**src/rtl/wb_trace_display.sv**
```systemverilog
// Write-back trace: circular history of register write-backs scanned oldest->newest onto LEDs (optional WB_TRACE_FREEZE_EN adds freeze).
// Latency: count/ovf update on the sampling edge; led is registered, one cycle behind rd_idx/disp_sel/memory.
// Backpressure: none; wr_en may be asserted every cycle, a full trace overwrites its oldest entry.
module wb_trace_display #(
    parameter int DATA_W = 32,
    parameter int DEPTH  = 8,
    parameter int LED_W  = 8,
    parameter int DIV    = 100000000,
    localparam int AW    = $clog2(DEPTH),
    localparam int NS    = DATA_W / LED_W,
    localparam int SW    = (NS > 1) ? $clog2(NS) : 1
) (
    input  logic              clk,
    input  logic              rst_n,
    input  logic              wr_en,
    input  logic [DATA_W-1:0] wr_data,
    input  logic              clr,
    input  logic [SW-1:0]     disp_sel,
`ifdef WB_TRACE_FREEZE_EN
    input  logic              freeze,
`endif
    output logic [LED_W-1:0]  led,
    output logic [AW:0]       count,
    output logic [AW-1:0]     rd_idx,
    output logic              ovf
);

    localparam int DW = $clog2(DIV);

`ifdef WB_TRACE_FREEZE_EN
    typedef enum logic [1:0] {EMPTY, SCAN, FROZEN} state_t;
`else
    typedef enum logic [1:0] {EMPTY, SCAN} state_t;
`endif

    state_t            state;
    logic [DATA_W-1:0] mem [DEPTH];
    logic [AW-1:0]     wr_ptr;
    logic [AW-1:0]     rd_addr;
    logic [DW-1:0]     div_cnt;
    logic [DATA_W-1:0] rd_word;
    logic [LED_W-1:0]  slice;
    logic              cap;
    logic              full;
    logic              step;

`ifdef WB_TRACE_FREEZE_EN
    assign cap = wr_en & ~freeze;
`else
    assign cap = wr_en;
`endif

    assign full    = (count == (AW+1)'(DEPTH));
    assign step    = (div_cnt == DW'(DIV - 1));
    // rd_idx is relative to the oldest entry; a full trace truncates count to 0, landing on wr_ptr
    assign rd_addr = wr_ptr - count[AW-1:0] + rd_idx;
    assign rd_word = mem[rd_addr];

    always_comb begin
        slice = '0;
        for (int i = 0; i < NS; i++) begin
            if (disp_sel == SW'(i)) begin
                slice = rd_word[i*LED_W +: LED_W];
            end
        end
    end

    always_ff @(posedge clk) begin
        if (cap && !clr) begin
            mem[wr_ptr] <= wr_data;
        end
    end

    always_ff @(posedge clk or negedge rst_n) begin
        if (!rst_n) begin
            state   <= EMPTY;
            wr_ptr  <= '0;
            count   <= '0;
            ovf     <= 1'b0;
            rd_idx  <= '0;
            div_cnt <= '0;
            led     <= '0;
        end else if (clr) begin
            state   <= EMPTY;
            wr_ptr  <= '0;
            count   <= '0;
            ovf     <= 1'b0;
            rd_idx  <= '0;
            div_cnt <= '0;
            led     <= '0;
        end else begin
            if (cap) begin
                wr_ptr <= wr_ptr + AW'(1);
                if (full) begin
                    ovf <= 1'b1;
                end else begin
                    count <= count + (AW+1)'(1);
                end
            end

            case (state)
                EMPTY: begin
                    led     <= '0;
                    rd_idx  <= '0;
                    div_cnt <= '0;
                    if (cap) begin
                        state <= SCAN;
                    end
                end
                default: begin
                    led <= slice;
                    if (step) begin
                        div_cnt <= '0;
                        rd_idx  <= ({1'b0, rd_idx} == count - (AW+1)'(1)) ? '0 : rd_idx + AW'(1);
                    end else begin
                        div_cnt <= div_cnt + DW'(1);
                    end
`ifdef WB_TRACE_FREEZE_EN
                    if (freeze) begin
                        state <= FROZEN;
                    end else if (count == '0) begin
                        state <= EMPTY;
                    end else begin
                        state <= SCAN;
                    end
`endif
                end
            endcase
        end
    end

endmodule

```
**config.mk**
```make
export PLATFORM = sky130hd
export DESIGN_NAME = wb_trace_display
export DESIGN_NICKNAME = d
export VERILOG_FILES = /design/src/rtl/wb_trace_display.sv
export SDC_FILE = /design/constraint.sdc
export NUM_CORES = 1
export LEC_CHECK = 0
export CAP_MARGIN = 10
export CORE_AREA = 2 2 168 170
export CTS_CLUSTER_DIAMETER = 30
export DETAILED_ROUTE_END_ITERATION = 8
export DIE_AREA = 0 0 170 172
export PLACE_DENSITY = 0.67
export SETUP_SLACK_MARGIN = 0.4
export SLEW_MARGIN = 0
export SYNTH_ARGS = -nofsm -noshare
export SYNTH_HDL_FRONTEND = slang
export SYNTH_SLANG_ARGS = --single-unit
```
**constraint.sdc**
```tcl
create_clock -name clk -period 4.4 [get_ports clk]
set_input_delay 0.44 -clock clk [delete_from_list [all_inputs] [get_ports clk]]
set_output_delay 0.44 -clock clk [all_outputs]
set_load 0.005 [all_outputs]
```
==> flow_metrics.py <==
metrics = {
    "run_status": {
        "run_status": "complete, no violations",
    },
    "synthesis": {
        "ys.flop_type": "sky130_fd_sc_hd__edfxtp_1",
        "synth_seq_area_share": 0.729,
        "synth_cells": 766,
        "syn_area_per_cell_um2": 15.9,
        "netlist.top_cell.by_area": "sky130_fd_sc_hd__edfxtp_1",
        "ys_async_sr_fraction": 0.155,
        "mappedNetlistNets": 813,
        "yosysMostFrequentCell": "sky130_fd_sc_hd__edfxtp_1",
        "synth.cells.most_frequent": "sky130_fd_sc_hd__edfxtp_1, sky130_fd_sc_hd__nand2_1, sky130_fd_sc_hd__nor2_1",
        "synth_top_cells_by_area": "sky130_fd_sc_hd__edfxtp_1, sky130_fd_sc_hd__dfrtp_1, sky130_fd_sc_hd__mux4_2",
        "synth.top_cell.area_share": 0.632,
        "syn-cell-area_mm2": 0.0122,
        "synth_enable_flop_cells": 256,
        "synth_seq_cells": 303,
        "post_synthesis_cell_type_count": 47,
        "yosys_warnings": 0,
    },
    "final_layout": {
        "area_growth_syn_to_layout_pct": 25.4,
        "antenna_cells_inserted": 0,
        "share_of_the_core_filled_with_cells": 0.555,
        "fin_nets": 910,
        "layout-drive-gt1-share": 0.201,
    },
    "route": {
        "antenna_violating_nets_post_route": 0,
        "drt-wirelength-per-cell_um": 20.6,
        "routed-via-count": 6891,
        "detail_route.first_pass.iterations": 5,
        "drt_wl_total_mm": 25.9,
        "drcViolationCount": 0,
        "detailedRoute.firstIterationViolations": 601,
        "routed_via_density": 5.48,
    },
    "placement": {
        "placement.setup.worst_slack_ns": 0.914,
        "numPortBuffers": 53,
        "gp_congestion": 0.720,
        "hpwlAfterDp_mm": 14.4,
    },
    "worst_hold_path": {
        "path_class_of_the_lowest_slack_min_delay_path": "input pin to async pin",
    },
    "power": {
        "p_leak_nw": 5.34,
        "cellPowerDensity_mw_per_mm2": 563,
        "irDropWorstVdd_uv": 314,
    },
    "sta": {
        "rsz0062_at_grt": "no",
        "timing.slew.headroom": 0.321,
        "period_needed_ns": 3.60,
        "worstMarginPinSlew_ns": 1.02,
        "finalCritPeriodShare": 0.818,
        "timing.clock.skew_ns": 0.0159,
        "max_freq_mhz": 278,
        "fin_setup_tns_ns": 0,
        "hold_viol_final": 0,
        "setup_violations": 0,
        "worst_slack_ns": 0.802,
        "slew_violations": 0,
    },
    "floorplan": {
        "floorplan.initialDensity": 0.443,
        "die_y_um": 172,
        "io_pins": 54,
        "dieArea_mm2": 0.0292,
        "coreArea_mm2": 0.0275,
        "fp-row-count": 61,
        "chipWidth_um": 170,
    },
    "clocking": {
        "clkTransAtPathRegs_ns": 0.05,
        "postCtsSetupRepairBufs": 0,
        "cts_num_sinks": 303,
        "cts_hold_buffers_added": 0,
        "number_of_buffers_on_the_longest_clock_path": 3,
        "worst_skew_pair.late_latency_ns": 0.56,
        "cts_tree": "yes",
        "cts_buffers": 58,
        "ctsHtreeMaxLevel": 2,
        "clockRootBuffer": "sky130_fd_sc_hd__clkbuf_16",
        "post_cts_resize_count": 0,
    },
    "setup_path": {
        "critPathRequiredTime_ns": 4.82,
        "regToRegStartpoint": "wr_ptr[1]$_DFFE_PN0P_",
        "launch_point_of_the_critical_path": "wr_ptr[1]$_DFFE_PN0P_",
        "timing.critical_path.from_type": "flip-flop",
        "worstPathArrival_ns": 4.02,
        "timing_worst_setup_path_type": "flip-flop to flip-flop",
        "critical_path.endpoint_type": "flip-flop",
        "critical_path.max_fanout": 35,
    },
    "global_route": {
        "grt.busiest_layer": "met2",
        "first_pass_grt_wire_length_mm": 40.4,
        "gr-usage-met3": 0.0394,
        "grt_usage": 0.183,
        "antenna_found_initial": 1,
        "grt_util_met1": 0.249,
        "maximum_number_of_pins_on_one_net_before_global_route_repair": 48,
        "globalRouteMet2Util": 0.295,
        "grt_pass1_vias": 6942,
        "overflow": 0,
    },
    "flow_run": {
        "maxCapViolations": 0,
    },
}
## worst max-delay path, cell delays in order, from the launching register on
cell                      delay [ns]
sky130_fd_sc_hd__dfrtp_1        0.46
sky130_fd_sc_hd__inv_1          0.11
sky130_fd_sc_hd__fa_1           0.48
sky130_fd_sc_hd__fa_2           0.40
sky130_fd_sc_hd__xnor2_1        0.13
sky130_fd_sc_hd__buf_4          0.18
sky130_fd_sc_hd__xnor2_4        0.63
sky130_fd_sc_hd__buf_12         0.30
sky130_fd_sc_hd__mux2i_1        0.24
sky130_fd_sc_hd__o22ai_1        0.09
sky130_fd_sc_hd__nor4_1         0.32
sky130_fd_sc_hd__nor2_1         0.11
## cells by family (layout without fill, tap and decap cells)
| group | count (synthesis) | in the layout | share of synthesized area |
|---|---|---|---|
| flops | 303 | 303 | 0.729 |
| simple gates | 297 | 297 | 0.110 |
| mux | 53 | 53 | 0.0930 |
| buf+inv | 42 | 188 | 0.0158 |
| xor+xnor | 36 | 36 | 0.0284 |
| compound gates | 26 | 26 | 0.0134 |
| fa+ha+maj | 9 | 9 | 0.0105 |
## layout by cell type (no fill, tap or decap), types with 2 or more instances in the layout
cell / count
sky130_fd_sc_hd__nor2_4: 6
sky130_fd_sc_hd__nor4_1: 4
sky130_fd_sc_hd__edfxtp_1: 256
sky130_fd_sc_hd__nand4_1: 12
sky130_fd_sc_hd__nor3_2: 3
sky130_fd_sc_hd__clkbuf_1: 4
sky130_fd_sc_hd__a31oi_1: 8
sky130_fd_sc_hd__nand3_1: 59
sky130_fd_sc_hd__mux4_2: 48
sky130_fd_sc_hd__and3_1: 8
sky130_fd_sc_hd__dfrtp_1: 47
sky130_fd_sc_hd__nor3b_1: 2
sky130_fd_sc_hd__clkinv_1: 3
sky130_fd_sc_hd__inv_1: 11
sky130_fd_sc_hd__ha_1: 6
sky130_fd_sc_hd__nand2b_1: 4
sky130_fd_sc_hd__inv_6: 13
sky130_fd_sc_hd__nor3_1: 7
sky130_fd_sc_hd__buf_4: 11
sky130_fd_sc_hd__bufinv_16: 9
sky130_fd_sc_hd__xnor2_1: 16
sky130_fd_sc_hd__clkbuf_16: 58
sky130_fd_sc_hd__o21ai_0: 3
sky130_fd_sc_hd__buf_12: 4
sky130_fd_sc_hd__nand2_1: 121
sky130_fd_sc_hd__mux2i_1: 5
sky130_fd_sc_hd__clkinv_2: 9
sky130_fd_sc_hd__xor2_1: 17
sky130_fd_sc_hd__nor2b_1: 4
sky130_fd_sc_hd__clkinv_4: 5
sky130_fd_sc_hd__a21oi_1: 8
sky130_fd_sc_hd__nor2_1: 57
sky130_fd_sc_hd__clkinvlp_4: 7
sky130_fd_sc_hd__clkdlybuf4s50_1: 52
## final cells by class
type	count	area, µm²
Clock buffer	62	1470
Inverter	11	41.3
Fill cell	2149	12200
Sequential cell	303	8860
Tap cell	346	433
Clock inverter	47	567
Timing Repair Buffer	68	688
Multi-Input combinational cell	421	3200
## worst paths after layout
path,to,slack (ns),cells past startpoint
max,led[3]$_DFF_PN0_,0.80,11
min,div_cnt[10]$_DFF_PN0_,0.02,2
max reg2reg,led[3]$_DFF_PN0_,0.80,11
min reg2reg,div_cnt[0]$_DFF_PN0_,0.49,1
max in group asynchronous,div_cnt[24]$_DFF_PN0_,3.91,2
min in group clk,div_cnt[0]$_DFF_PN0_,0.49,1
## sequential cells by signal (all words and copies together) (netlist names)
name	flops
count	4
led	8
div_cnt	27
rd_idx	3
mem	256
state	1
ovf	1
wr_ptr	3
## power breakdown
part / total [mW] / switching, mW / internal, mW
logic: 0.917 / 0.527 / 0.390
registers: 3.19 / 0.0210 / 3.17
clock network: 4.48 / 1.51 / 2.97
total: 8.59 / 2.05 / 6.54
## per-layer routing
metal	up-vias	wire length, µm
li1	3105	-
met1	3466	11000
met2	247	12400
met3	71	1700
met4	2	715
met5	-	16
## through the flow
stage / hold WS, ns / cell area, µm² / power, mW / std cells
after floorplan: 0.144 / 12200 / 3.86 / 766
after global routing: 0.0647 / 15300 / 8.89 / 1258
after detailed placement: 0.485 / 13200 / 4.17 / 1149
final: 0.0190 / 15300 / 8.59 / 1258
after CTS: 0.0321 / 15300 / 8.67 / 1258
after global placement: 0.472 / 13200 / 4.16 / 1149
Note: power is estimated with default switching activity, not from simulation.
